### src/rtl/midway8080_video_pkg.sv
// Shared 640x480@60 VGA timing constants and the 224x256 Midway game-window geometry.
// Also holds the sync bundle carried through the read-latency delay line.
package midway8080_video_pkg;

   localparam int unsigned H_VISIBLE    = 640;
   localparam int unsigned H_TOTAL      = 800;
   localparam int unsigned HS_START     = 656;
   localparam int unsigned HS_END       = 751;
   localparam int unsigned V_VISIBLE    = 480;
   localparam int unsigned V_TOTAL      = 525;
   localparam int unsigned VS_START     = 490;
   localparam int unsigned VS_END       = 491;
   localparam int unsigned GAME_W       = 224;
   localparam int unsigned GAME_H       = 256;
   localparam int unsigned IRQ_MID_LINE = 128;

   localparam int unsigned CNT_W = 10;

   typedef logic [CNT_W-1:0] cnt_t;

   // Coordinates reported to the memory adapter when the beam is outside the window
   localparam logic [9:0] PIX_X_OFF = 10'd1023;
   localparam logic [8:0] PIX_Y_OFF = 9'd511;

   // Active-high "in sync pulse" flags so an all-zero (reset) delay line means idle syncs
   typedef struct packed {
      logic hs_on;
      logic vs_on;
      logic act;
   } sync_t;

   function automatic logic in_span(input cnt_t val, input cnt_t lo, input cnt_t hi);
      return (val >= lo) && (val <= hi);
   endfunction

endpackage

### src/rtl/midway8080_vga_scanout_if.sv
// Raster timing bus from the VGA timing generator to the scanout top.
// Carries the pixel phase, beam counters and the undelayed sync/active flags.
interface midway8080_vga_scanout_if;
   import midway8080_video_pkg::*;

   logic phase;
   cnt_t h_count;
   cnt_t v_count;
   logic hsync_raw;
   logic vsync_raw;
   logic active_raw;

   modport master (
      output phase,
      output h_count,
      output v_count,
      output hsync_raw,
      output vsync_raw,
      output active_raw
   );

   modport slave (
      input phase,
      input h_count,
      input v_count,
      input hsync_raw,
      input vsync_raw,
      input active_raw
   );

endinterface

### src/rtl/midway8080_vga_timing.sv
// 640x480 raster generator: divide-by-two pixel phase, h/v beam counters and raw syncs.
// A pixel tick is any clk edge where phase is 1; counters only move on ticks.
module midway8080_vga_timing
   import midway8080_video_pkg::*;
(
   input  logic                            clk,
   input  logic                            reset_n,
   midway8080_vga_scanout_if.master        tim
);

   logic r_phase;
   cnt_t r_h;
   cnt_t r_v;

   logic w_h_wrap;
   logic w_v_wrap;

   assign w_h_wrap = (r_h == cnt_t'(H_TOTAL - 1));
   assign w_v_wrap = (r_v == cnt_t'(V_TOTAL - 1));

   always_ff @(posedge clk or negedge reset_n) begin
      if (!reset_n) begin
         r_phase <= 1'b0;
         r_h     <= '0;
         r_v     <= '0;
      end else begin
         r_phase <= ~r_phase;
         if (r_phase) begin
            if (w_h_wrap) begin
               r_h <= '0;
               r_v <= w_v_wrap ? '0 : r_v + cnt_t'(1);
            end else begin
               r_h <= r_h + cnt_t'(1);
            end
         end
      end
   end

   // Raw syncs are active-low and purely decoded from the current counters
   assign tim.phase      = r_phase;
   assign tim.h_count    = r_h;
   assign tim.v_count    = r_v;
   assign tim.hsync_raw  = ~in_span(r_h, cnt_t'(HS_START), cnt_t'(HS_END));
   assign tim.vsync_raw  = ~in_span(r_v, cnt_t'(VS_START), cnt_t'(VS_END));
   assign tim.active_raw = (r_h < cnt_t'(H_VISIBLE)) && (r_v < cnt_t'(V_VISIBLE));

endmodule

### src/rtl/midway8080_vga_scanout.sv
// Midway 8080 video scanout: maps the VGA beam onto the 224x256 game window, delays syncs
// by the adapter read latency RD_LAT (legal 1..3) and registers DAC outputs and 8080 IRQs.
module midway8080_vga_scanout
   import midway8080_video_pkg::*;
#(
   parameter int unsigned H_START = 208,
   parameter int unsigned V_START = 112,
   parameter int unsigned RD_LAT  = 1
) (
   input  logic        clk,
   input  logic        reset_n,
   output logic [9:0]  pix_x,
   output logic [8:0]  pix_y,
   input  logic [31:0] rgb_in,
   output logic [7:0]  vga_r,
   output logic [7:0]  vga_g,
   output logic [7:0]  vga_b,
   output logic        vga_hs,
   output logic        vga_vs,
   output logic        vga_blank_n,
   output logic        vga_sync_n,
   output logic        vga_clk,
   output logic        irq_mid,
   output logic        irq_vblank
);

   localparam cnt_t LP_H_LO  = cnt_t'(H_START);
   localparam cnt_t LP_H_HI  = cnt_t'(H_START + GAME_W - 1);
   localparam cnt_t LP_V_LO  = cnt_t'(V_START);
   localparam cnt_t LP_V_HI  = cnt_t'(V_START + GAME_H - 1);
   localparam cnt_t LP_V_MID = cnt_t'(V_START + IRQ_MID_LINE);
   localparam cnt_t LP_V_VBL = cnt_t'(V_START + GAME_H);

   midway8080_vga_scanout_if u_tim_if ();

   midway8080_vga_timing u_timing (
      .clk     (clk),
      .reset_n (reset_n),
      .tim     (u_tim_if.master)
   );

   logic  w_tick;
   cnt_t  w_h;
   cnt_t  w_v;
   logic  w_in_win;
   sync_t w_sync_raw;
   sync_t w_sync_dly;
   logic  w_unused_rgb;

   assign w_tick = u_tim_if.phase;
   assign w_h    = u_tim_if.h_count;
   assign w_v    = u_tim_if.v_count;

   always_comb begin
      w_in_win         = in_span(w_h, LP_H_LO, LP_H_HI) && in_span(w_v, LP_V_LO, LP_V_HI);
      w_sync_raw       = '0;
      w_sync_raw.hs_on = ~u_tim_if.hsync_raw;
      w_sync_raw.vs_on = ~u_tim_if.vsync_raw;
      w_sync_raw.act   = u_tim_if.active_raw;
   end

   // The adapter only supplies 10-bit channels; the DAC takes the top 8 of each
   assign w_unused_rgb = ^{rgb_in[31:30], rgb_in[21:20], rgb_in[11:10], rgb_in[1:0]};

   logic [9:0] r_pix_x;
   logic [8:0] r_pix_y;
   sync_t      r_dly [RD_LAT];
   logic [7:0] r_vga_r;
   logic [7:0] r_vga_g;
   logic [7:0] r_vga_b;
   logic       r_vga_hs;
   logic       r_vga_vs;
   logic       r_blank_n;
   logic       r_irq_mid;
   logic       r_irq_vblank;

   assign w_sync_dly = r_dly[RD_LAT-1];

   always_ff @(posedge clk or negedge reset_n) begin
      if (!reset_n) begin
         r_pix_x      <= PIX_X_OFF;
         r_pix_y      <= PIX_Y_OFF;
         for (int i = 0; i < RD_LAT; i++) r_dly[i] <= '0;
         r_vga_r      <= '0;
         r_vga_g      <= '0;
         r_vga_b      <= '0;
         r_vga_hs     <= 1'b1;
         r_vga_vs     <= 1'b1;
         r_blank_n    <= 1'b0;
         r_irq_mid    <= 1'b0;
         r_irq_vblank <= 1'b0;
      end else begin
         // Gated by the tick, so these fall again on the following non-tick clk
         r_irq_mid    <= w_tick && (w_h == '0) && (w_v == LP_V_MID);
         r_irq_vblank <= w_tick && (w_h == '0) && (w_v == LP_V_VBL);
         if (w_tick) begin
            r_pix_x <= w_in_win ? (w_h - LP_H_LO) : PIX_X_OFF;
            r_pix_y <= w_in_win ? 9'(w_v - LP_V_LO) : PIX_Y_OFF;
            for (int i = RD_LAT - 1; i > 0; i--) r_dly[i] <= r_dly[i-1];
            r_dly[0] <= w_sync_raw;
            // rgb_in now belongs to the coordinates issued RD_LAT ticks ago
            r_vga_r   <= w_sync_dly.act ? rgb_in[29:22] : 8'd0;
            r_vga_g   <= w_sync_dly.act ? rgb_in[19:12] : 8'd0;
            r_vga_b   <= w_sync_dly.act ? rgb_in[9:2]   : 8'd0;
            r_vga_hs  <= ~w_sync_dly.hs_on;
            r_vga_vs  <= ~w_sync_dly.vs_on;
            r_blank_n <= w_sync_dly.act;
         end
      end
   end

   assign pix_x       = r_pix_x;
   assign pix_y       = r_pix_y;
   assign vga_r       = r_vga_r;
   assign vga_g       = r_vga_g;
   assign vga_b       = r_vga_b;
   assign vga_hs      = r_vga_hs;
   assign vga_vs      = r_vga_vs;
   assign vga_blank_n = r_blank_n;
   assign vga_sync_n  = 1'b0;
   assign vga_clk     = u_tim_if.phase;
   assign irq_mid     = r_irq_mid;
   assign irq_vblank  = r_irq_vblank;

endmodule
### config.mk
export PLATFORM = sky130hd
export DESIGN_NAME = midway8080_vga_scanout
export DESIGN_NICKNAME = d
export VERILOG_FILES = /design/src/rtl/midway8080_video_pkg.sv /design/src/rtl/midway8080_vga_scanout_if.sv /design/src/rtl/midway8080_vga_timing.sv /design/src/rtl/midway8080_vga_scanout.sv
export SDC_FILE = /design/constraint.sdc
export NUM_CORES = 1
export LEC_CHECK = 0
export CORE_AREA = 3 3 90 92
export DETAILED_ROUTE_END_ITERATION = 6
export DIE_AREA = 0 0 93 95
export PLACE_DENSITY = 0.83
export SKIP_LAST_GASP = 1
export SLEW_MARGIN = 25
export SYNTH_ARGS = -nofsm -noshare
export SYNTH_HDL_FRONTEND = slang
export SYNTH_SLANG_ARGS = --single-unit
export TNS_END_PERCENT = 10
### constraint.sdc
create_clock -name clk -period 2.09 [get_ports clk]
set_input_delay 0.3135 -clock clk [delete_from_list [all_inputs] [get_ports clk]]
set_output_delay 0.3135 -clock clk [all_outputs]
set_load 0.01 [all_outputs]
Word-level counts from Yosys, hierarchy flattened
Index checks and enable logic that the tools add are counted. W data, S select, Z words.

Bits in registers: 72. Latch bits: 0. Bits in writable memories: 0. Memory bits (read-only): 0. Bits of input ports: 34. Logic and storage cells: 55. Memories kept: 0.

$add $sub $neg: 4. Multipliers: 0. Div/mod/pow operators: 0. Magnitude comparators: 10. Equal/unequal tests: 4. Shifts and indexed selects: 0. Mux-type cells: 7. Bitwise logic cells: 3. Reduce and logical (&&, ||, !) cells: 11.

Operators by type and width (count): $le A10 B9 Y1 const B (3); $mux W10 (3); $mux W8 (3); $add A10 B1 Y10 const B (2); $eq A10 B10 Y1 const B (2); $eq A10 B8 Y1 const B (1); $eq A10 B9 Y1 const B (1); $ge A10 B10 Y1 const B (1); $ge A10 B7 Y1 const B (1); $ge A10 B8 Y1 const B (1); $ge A10 B9 Y1 const B (1); $le A10 B10 Y1 const B (1); $logic_not A10 Y1 (1); $lt A10 B10 Y1 const B (1); $lt A10 B9 Y1 const B (1); $sub A10 B8 Y10 const B (1); $logic_and A1 B1 Y1 (9); $mux W9 (1); $sub A9 B7 Y9 const B (1); $not A1 Y1 (3); $reduce_and A2 Y1 (1).

Longest topological paths before layout
Gate-level depths: netlist (run 1).

Depth after elaboration: 4. Mapped depth: 8. Mapped depth without buffers: 6.

Hierarchy
Synthesis (run 1) repeated with hierarchy kept, for this count alone.

Cells, all modules: 357. Area, all modules: 3519.6 µm².

By module, submodules not included: midway8080_vga_scanout (times used 1, cells each 239, area an instance 2358.5 µm²); midway8080_vga_timing (times used 1, cells each 118, area an instance 1161.1 µm²).

Least setup slack after synthesis (run 1)
Ideal clock, no wire load.

Path type: reg2reg. From: register u_timing.r_h[4], in the netlist u_timing.tim.h_count[4]. To: register r_pix_x[3], in the netlist pix_x[3]. Library setup time: 0.094 ns. Arrival time: 1.537 ns. Slack: 0.459 ns. Cell stages (with the launch flop): 9. Path buffers: 2. Period minus slack after synthesis: 1.631 ns. Cells stage by stage: dfrtp_1 -> inv_1 -> ha_1 -> nand3b_1 -> o211ai_1 -> o2111a_1 -> buf_6 -> buf_6 -> a31oi_1.

Cells in the longest elaborated chain, start to end: 4. Elaborated cells on any way between the ends: 5.

Ends and longest elaborated chain: start, declared (RTL line midway8080_vga_timing.sv:12) `cnt_t r_h;`; start signal, assigned (RTL line midway8080_vga_timing.sv:33) `r_h <= r_h + cnt_t'(1);`; $ge A10 B8 Y1 or $le A10 B9 Y1 (tied branches) (RTL line midway8080_video_pkg.sv:33) `return (val >= lo) && (val <= hi);`; $logic_and A1 B1 Y1 * (RTL line midway8080_video_pkg.sv:33); $logic_and A1 B1 Y1 * (RTL line midway8080_vga_scanout.sv:55) `w_in_win = in_span(w_h, LP_H_LO, LP_H_HI) && in_span(w_v, LP_V_LO, LP_V_HI);`; $mux W10 * (RTL line midway8080_vga_scanout.sv:97) `r_pix_x <= w_in_win ? (w_h - LP_H_LO) : PIX_X_OFF;`; end signal, assigned (RTL line midway8080_vga_scanout.sv:97); end, declared (RTL line midway8080_vga_scanout.sv:65) `logic [9:0] r_pix_x;`.

Mark *: on every way between the ends. The rest lies on a longest branch, timed or not. A chain may end at the register's enable or synchronous reset.

Worst setup path after layout (run 1)
From: register u_timing.r_h[4], in the netlist u_timing.tim.h_count[4]. To: register r_pix_x[5], in the netlist pix_x[5].

Cells in the longest elaborated chain, start to end: 4. Elaborated cells on any way between the ends: 6.

Ends and longest elaborated chain (RTL line): $ge A10 B8 Y1 or $le A10 B9 Y1 (tied branches) (midway8080_video_pkg.sv:33); $logic_and A1 B1 Y1 (midway8080_video_pkg.sv:33); $logic_and A1 B1 Y1 (midway8080_vga_scanout.sv:55); $mux W10 * (midway8080_vga_scanout.sv:97).

Marked as above.

==> results.txt, run 1 <==
----------------------------------------------------
[Status]
  Status ... finished with violations
  Violated checks ... hold timing

[Place]
  Total of buffers placed on input and output ports ... 74
  Worst setup slack before clock tree synthesis ... roughly 0.23 ns
  HPWL after DPL ... roughly 5600 microns
  Last weighted congestion value of the routability-driven placer ... between 0.8 and 0.9

[Timing]
  Hold Violations, Final ... 11
  Post-route fraction of the period consumed by the critical path ... between 90% and 100%
  Setup repair after global routing missed its margin ... false
  Fmax ... ~0.53 GHz
  Worst-case setup margin in the final layout ... around 0.19 ns
  Setup violation total in the final timing report ... 0
  Final-layout setup total negative slack ... 0 ns
  Time the worst path needs with I/O delays and setup ... approximately 1.9 ns
  Slew Limit Fails ... 0
  Worst clock skew on the final layout ... between 0.008 and 0.009 ns
  Worst Max-Slew Pin Slew ... approximately 0.86 ns
  Final-layout worst hold slack ... -0.009451 ns
  Worst slew slack as a fraction of its limit ... 42.75%

[Routing]
  Number of violations reported at the end of detailed-routing iteration 0 ... approximately 220
  Total via count in the routed design ... about 2900
  Total wire length after detailed routing ... between 8000 and 9000 microns
  WL/cell ... approximately 15 microns
  Antenna Violating Nets Remaining ... 0
  Via density per instance ... 5.325
  DRC errors left ... 0
  Number of iterations in the first detailed-routing pass ... 4

[Layout]
  Number of inserted diodes ... 0
  Final layout net count ... 482
  Leading cell type in the layout, fill and taps excluded ... clkdlybuf4s50_1
  Fill cell total of the finished layout ... roughly 570
  Share of layout cells above drive strength 1 ... approximately 15%
  Commonest cells after routing, fill and taps aside ... clkdlybuf4s50_1 (73), dfrtp_1 (50), inv_1 (42)
  Area growth syn-to-layout ... 26.29%

[Floorplanning]
  Die area ... approximately 8800 sq um
  Area of the core ... between 7000 and 8000 sq um
  # IOs ... 84
  Effective utilization at floorplan ... approximately 50%
  FP Rows ... 31
  Overall die width ... approximately 93 microns
  Height of the die ... between 90 and 100 microns

[Logic synthesis]
  Fraction of synthesis flops using an asynchronous set or reset pin ... between 90% and 100%
  Cell area after technology mapping ... approximately 3700 sq um
  Syn Inst Count ... 369
  Fraction of the yosys area taken by sequential cells ... 49.95%
  Number of flops mapped to enable cells by yosys ... 0
  Synth Net Count ... approximately 420
  Post-synth cell types ... 50
  Leading register cell type out of synthesis ... dfrtp_1
  Mean post-synth cell area ... approximately 9.9 sq um
  Number of flip-flops and latches in the synthesized netlist ... 72
  Yosys warning total ... 0

[Clock network]
  Hold-fix buffers at CTS ... 0
  Skew-Pair Late Insertion Delay ... 0.35 ns
  Buffer type at the clock tree root ... clkbuf_8
  Resize count post-CTS ... 0
  CTS Buffer Depth ... 2
  Total clock buffers created by CTS ... 9
  H-tree levels ... 3
  Postcts setup bufs ... 0
  TritonCTS clock tree ... done
  Clock transition at path regs ... roughly 0.070 ns
  Number of clock sinks ... 72

[Flow run]
  Count of max-cap constraint violations ... 0

[Global route]
  Grt ovf ... 0
  GR Util All Layers ... ~20%
  First-pass GRT wire length ... roughly 14000 microns
  Via count of the first global-routing pass ... 2850
  Initial antenna violation count ... 0
  Largest net degree at the start of global routing ... 73

[Worst setup path]
  Worst path required time ... about 2.4 ns
  Sort of element at the end of the critical path ... register
  Maximum fanout count along the critical path ... 19
  Critical path class ... reg -> reg
  Critical path startpoint category ... register
  Signal arrival time at the worst endpoint ... 2.16 ns

[Power]
  Leakage power summed over all cells ... 1.965 nW
  Maximum resistive drop on vdd ... around 0.00036 V
  Power density normalized to cell area ... around 620 nW/um^2

[Min path]
  Hold Path Class ... in -> async

----------------------------------------------------
-- metal layers --
layer	vias up	wire length, microns	global-route usage, %
met4	0	174	9.280
met1	1352	3741	26.55
met3	16	547	4.382
met2	96	3646	30.65
met5	-	0	0
li1	1406	-	-
-- cell usage after synthesis, types with 2 or more instances --
master / count / area, sq um
buf_6: 5 / 56.30
dfstp_2: 21 / 551.8
a211oi_1: 2 / 15.01
and4_1: 2 / 17.52
and4_2: 2 / 20.02
inv_1: 42 / 157.7
buf_4: 3 / 22.52
nand3_1: 35 / 175.2
buf_1: 3 / 11.26
o21ai_0: 35 / 175.2
nand4b_1: 2 / 17.52
a21oi_1: 11 / 55.05
nand2b_1: 2 / 12.51
nor4_1: 2 / 12.51
clkbuf_8: 5 / 68.82
o22ai_1: 5 / 31.28
nor2_1: 27 / 101.4
clkbuf_1: 10 / 37.54
nand2_1: 15 / 56.30
mux2_2: 5 / 56.30
nor3_1: 2 / 10.01
nand4_1: 8 / 50.05
nor3b_2: 3 / 37.54
mux2i_1: 2 / 20.02
xor2_1: 3 / 26.28
xnor2_1: 11 / 96.34
a31oi_1: 21 / 131.4
dfrtp_1: 51 / 1276
ha_1: 13 / 162.7
-- through the flow --
| stage | hold slack (ns) | utilization [%] | cells | area [sq um] | power (mW) |
|---|---|---|---|---|---|
| after CTS | 0.01098 | 63.38 | 539 | 4622 | 2.865 |
| after global placement | 0.3651 | 60.23 | 523 | 4392 | 1.620 |
| after global routing | 0.03178 | 63.38 | 539 | 4622 | 2.932 |
| after detailed placement | 0.3779 | 60.23 | 523 | 4392 | 1.625 |
| final | -0.009451 | 63.38 | 539 | 4622 | 2.850 |
| after floorplan | 0.01791 | - | 369 | 3660 | 1.495 |
-- where the power goes --
part	total, mW	switching [mW]	internal [mW]
sequential	1.43	0.0112	1.42
clock	1.25	0.518	0.735
combinational	0.167	0.0704	0.0969
total	2.85	0.600	2.25
-- worst paths after layout --
check	startpoint	end	slack, ns	cells after the start
hold / removal	reset_n	vga_r[0]	-0.009	2
max in group asynchronous	reset_n	pix_x[5]	1.77	2
setup reg to reg	u_timing.tim.h_count[4]	pix_x[5]	0.19	7
setup / recovery	u_timing.tim.h_count[4]	pix_x[5]	0.19	7
min in group clk	pix_x[0]	pix_x[0]	0.49	2
hold reg to reg	pix_x[0]	pix_x[0]	0.49	2
-- flip-flops by register name, indices dropped and copies added, names as in the netlist --
signal,cells
u_timing.tim.v_count,10
irq_mid,1
r_dly,3
u_timing.tim.h_count,10
vga_vs,1
vga_blank_n,1
vga_g,8
pix_y,9
vga_r,8
pix_x,10
vga_b,8
irq_vblank,1
u_timing.tim.phase,1
vga_hs,1
-- layout make-up --
cell class / count / area [sq um] / area share, %
Inverter: 42 / 157.7 / 3.411
Timing Repair Buffer: 82 / 808.3 / 17.49
Tap cell: 99 / 123.9 / 2.680
Sequential cell: 72 / 1829 / 39.58
Clock inverter: 5 / 78.83 / 1.705
Multi-Input combinational cell: 228 / 1473 / 31.86
Clock buffer: 11 / 151.4 / 3.276
-- logic make-up (layout without fill, tap and decap cells) --
family	after synthesis	in the layout	share of synthesized area [%]
other	1	1	0.1025
XOR/XNOR	14	14	3.350
adder cells (fa/ha/maj)	13	13	4.445
buffers and inverters	69	140	9.812
AND/OR/NAND/NOR	112	112	17.20
multiplexers	7	7	2.085
AO/OA/AOI/OAI	81	81	13.06
flip-flops	72	72	49.95
-- worst max-delay path: stages, from the launching register on --
cell      delay, ns
dfrtp_1        0.48
inv_1          0.13
ha_1           0.28
nand3b_1       0.22
o211ai_1       0.13
o2111a_1       0.20
buf_4          0.25
a31oi_1        0.13
Power figures use the tool's default switching activity.
==> inputs of run 2 (changes only) <==
==> constraint.sdc (replaced) <==
create_clock -name clk -period 1.77 [get_ports clk]
set_input_delay 0.2655 -clock clk [delete_from_list [all_inputs] [get_ports clk]]
set_output_delay 0.2655 -clock clk [all_outputs]
set_load 0.01 [all_outputs]
==> results.txt, run 2 (synthesis gave the netlist of run 1 again) <==
----------------------------------------------------
[Timing]
  Worst Max-Slew Pin Slew ... 0.8145 ns (was 0.8587 ns)
  Final-layout setup total negative slack ... 0 ns (unchanged)
  Fmax ... 0.5850 GHz (was 0.5263 GHz)
  Setup violation total in the final timing report ... 0 (unchanged)
  Post-route fraction of the period consumed by the critical path ... 96.57% (was 90.91%)
  Final-layout worst hold slack ... 0.4563 ns (was -0.009451 ns)
  Worst slew slack as a fraction of its limit ... 45.70% (was 42.75%)
  Setup repair after global routing missed its margin ... true (was false)
  Time the worst path needs with I/O delays and setup ... 1.709 ns (was 1.900 ns)
  Slew Limit Fails ... 0 (unchanged)
  Worst clock skew on the final layout ... 0.006465 ns (was 0.008140 ns)
  Hold Violations, Final ... 0 (was 11)
  Worst-case setup margin in the final layout ... 0.06067 ns (was 0.1899 ns)

[Routing]
  Number of violations reported at the end of detailed-routing iteration 0 ... 257 (was 221)
  WL/cell ... 15.46 microns (was 15.05 microns)
  DRC errors left ... 0 (unchanged)
  Antenna Violating Nets Remaining ... 0 (unchanged)
  Via density per instance ... 5.446 (was 5.325)
  Total wire length after detailed routing ... 8625 microns (was 8110 microns)
  Number of iterations in the first detailed-routing pass ... 5 (was 4)
  Total via count in the routed design ... 3039 (was 2870)

[Worst setup path]
  End of the worst register-to-register path ... u_timing.tim.v_count[0] (was pix_x[5])
  Delay contributed by the slowest stage of the critical path ... 0.38 ns (was 0.48 ns)
  Register-to-Register Path Depth ... 7 (unchanged)
  Worst path required time ... 2.04 ns (was 2.35 ns)
  Cell-by-cell listing of the critical path ... inv_1 > ha_1 > and4b_2 > nor3b_4 > buf_4 > nand2_1 > o21ai_0 (was inv_1 > ha_1 > nand3b_1 > o211ai_1 > o2111a_1 > buf_4 > a31oi_1)
  R2R Path Start ... u_timing.tim.h_count[5] (was u_timing.tim.h_count[4])
  Crit. Startpoint ... u_timing.tim.h_count[5] (was u_timing.tim.h_count[4])
  Cell with the largest stage delay on the worst path ... dfrtp_1 (unchanged)
  Critical path class ... reg -> reg (unchanged)
  Signal arrival time at the worst endpoint ... 1.98 ns (was 2.16 ns)
  Sort of element at the end of the critical path ... register (unchanged)
  Critical path startpoint category ... register (unchanged)
  Slack of the worst reg-to-reg path ... 0.06 ns (was 0.19 ns)
  End point of the critical path ... u_timing.tim.v_count[0] (was pix_x[5])
  Maximum fanout count along the critical path ... 7 (was 19)

[Global route]
  Largest net degree at the start of global routing ... 73 (unchanged)
  Grt ovf ... 0 (unchanged)
  GR Util All Layers ... 20.28% (was 19.79%)
  Via count of the first global-routing pass ... 2907 (was 2850)
  First-pass GRT wire length ... 14130 microns (was 13830 microns)
  Initial antenna violation count ... 0 (unchanged)

[Floorplanning]
  Overall die width ... 93 microns (unchanged)
  Effective utilization at floorplan ... 50.19% (unchanged)
  Die area ... 8835 sq um (unchanged)
  Area of the core ... 7292 sq um (unchanged)
  Height of the die ... 95 microns (unchanged)
  # IOs ... 84 (unchanged)
  FP Rows ... 31 (unchanged)

[Clock network]
  Number of clock sinks ... 72 (unchanged)
  H-tree levels ... 3 (unchanged)
  Buffer type at the clock tree root ... clkbuf_8 (unchanged)
  Clock transition at path regs ... 0.08 ns (was 0.07 ns)
  TritonCTS clock tree ... done (unchanged)
  CTS Buffer Depth ... 2 (unchanged)
  Total clock buffers created by CTS ... 9 (unchanged)
  Skew-Pair Late Insertion Delay ... 0.34 ns (was 0.35 ns)

[Flow run]
  Count of max-cap constraint violations ... 0 (unchanged)

[Layout]
  Share of layout cells above drive strength 1 ... 19.61% (was 15.23%)
  Commonest cells after routing, fill and taps aside ... clkdlybuf4s50_1 (73), dfrtp_1 (49), inv_1 (42) (was clkdlybuf4s50_1 (73), dfrtp_1 (50), inv_1 (42))
  Final layout net count ... 501 (was 482)
  Leading cell type in the layout, fill and taps excluded ... clkdlybuf4s50_1 (unchanged)
  Non-filler cells in the finished layout ... 558 (was 539)
  Number of inserted diodes ... 0 (unchanged)
  Area growth syn-to-layout ... 29.03% (was 26.29%)

[Power]
  Leakage power summed over all cells ... 2.025 nW (was 1.965 nW)
  Maximum resistive drop on vdd ... 0.0003168 V (was 0.0003562 V)
  Power density normalized to cell area ... 635.6 nW/um^2 (was 616.6 nW/um^2)

[Place]
  HPWL after DPL ... 6104 microns (was 5577 microns)
  Worst setup slack before clock tree synthesis ... 0.03150 ns (was 0.2334 ns)
  Total of buffers placed on input and output ports ... 74 (unchanged)
  Last weighted congestion value of the routability-driven placer ... 0.8731 (was 0.8706)
  # placed instances ... 537 (was 523)

[Min path]
  Hold Path Class ... in -> async (unchanged)

[Status]
  Status ... finished, final reports clean (was finished with violations)

----------------------------------------------------
## run 2: cell count changes in the layout (fill, tap and decap cells not counted), sizes merged
| cell | change |
|---|---|
| dlygate4sd3 | +1 |
| bufinv | -2 |
| clkbuf | -1 |
| clkinvlp | +1 |
| buf | +18 |
| clkinv | +2 |
## run 2: worst min-delay path by stage
stage | from | endpoint | slack [ns] | cells after the start
finish | reset_n | vga_r[3] | 0.46 | 3
global route | reset_n | vga_r[3] | 0.49 | 3
CTS | reset_n | vga_r[3] | 0.48 | 3
detailed placement | reset_n | vga_r[3] | 0.32 | 2
global placement | reset_n | vga_r[0] | 0.32 | 2
floorplan | reset_n | irq_mid | -0.03 | 0
## run 2: critical path, delay by kind of cell (launching register included)
kind                     cells  cell delay (ns)
buffers and inverters        2             0.30
flip-flops                   1             0.38
adder cells (fa/ha/maj)      1             0.18
AND/OR/NAND/NOR              3             0.61
AO/OA/AOI/OAI                1             0.16
## run 2: timing repair
item / in CTS / in global routing
pin swaps: 0 / 1
setup buffers: 0 / 4
hold buffers: 1 / 0
hold endpoints to repair: 51 / 0
setup endpoints to repair: 1 / 29
resized for setup: 1 / 6
## run 2: cell type report
type                    instances  area (sq um)
inverters                      42         157.7
flip-flops and latches         72          1831
clock buffers                  10         127.6
multi-input cells             228          1493
clock inverters                 6         36.28
well taps                      99         123.9
fillers                       549          2570
repair buffers                101         953.4
## run 2: layer usage
| metal | wire, microns | vias up | GRT usage, % |
|---|---|---|---|
| met5 | 0 | - | 0 |
| met4 | 158 | 0 | 6.593 |
| met3 | 567 | 14 | 6.056 |
| met2 | 4074 | 126 | 32.51 |
| met1 | 3825 | 1461 | 26.48 |
| li1 | - | 1438 | - |
## run 2: per-stage QoR
step | instance area, sq um | util [%] | power, mW
after floorplan | 3660 | - | 1.765
after global placement | 4497 | 61.67 | 1.913
after detailed placement | 4497 | 61.67 | 1.921
after CTS | 4677 | 64.14 | 3.036
after global routing | 4722 | 64.76 | 3.131
final | 4722 | 64.76 | 3.001
## run 2: report_power, final
| group | switching (mW) | internal (mW) | total (mW) |
|---|---|---|---|
| Sequential | 0.0142 | 1.67 | 1.69 |
| Clock | 0.611 | 0.501 | 1.11 |
| Combinational | 0.0848 | 0.116 | 0.201 |
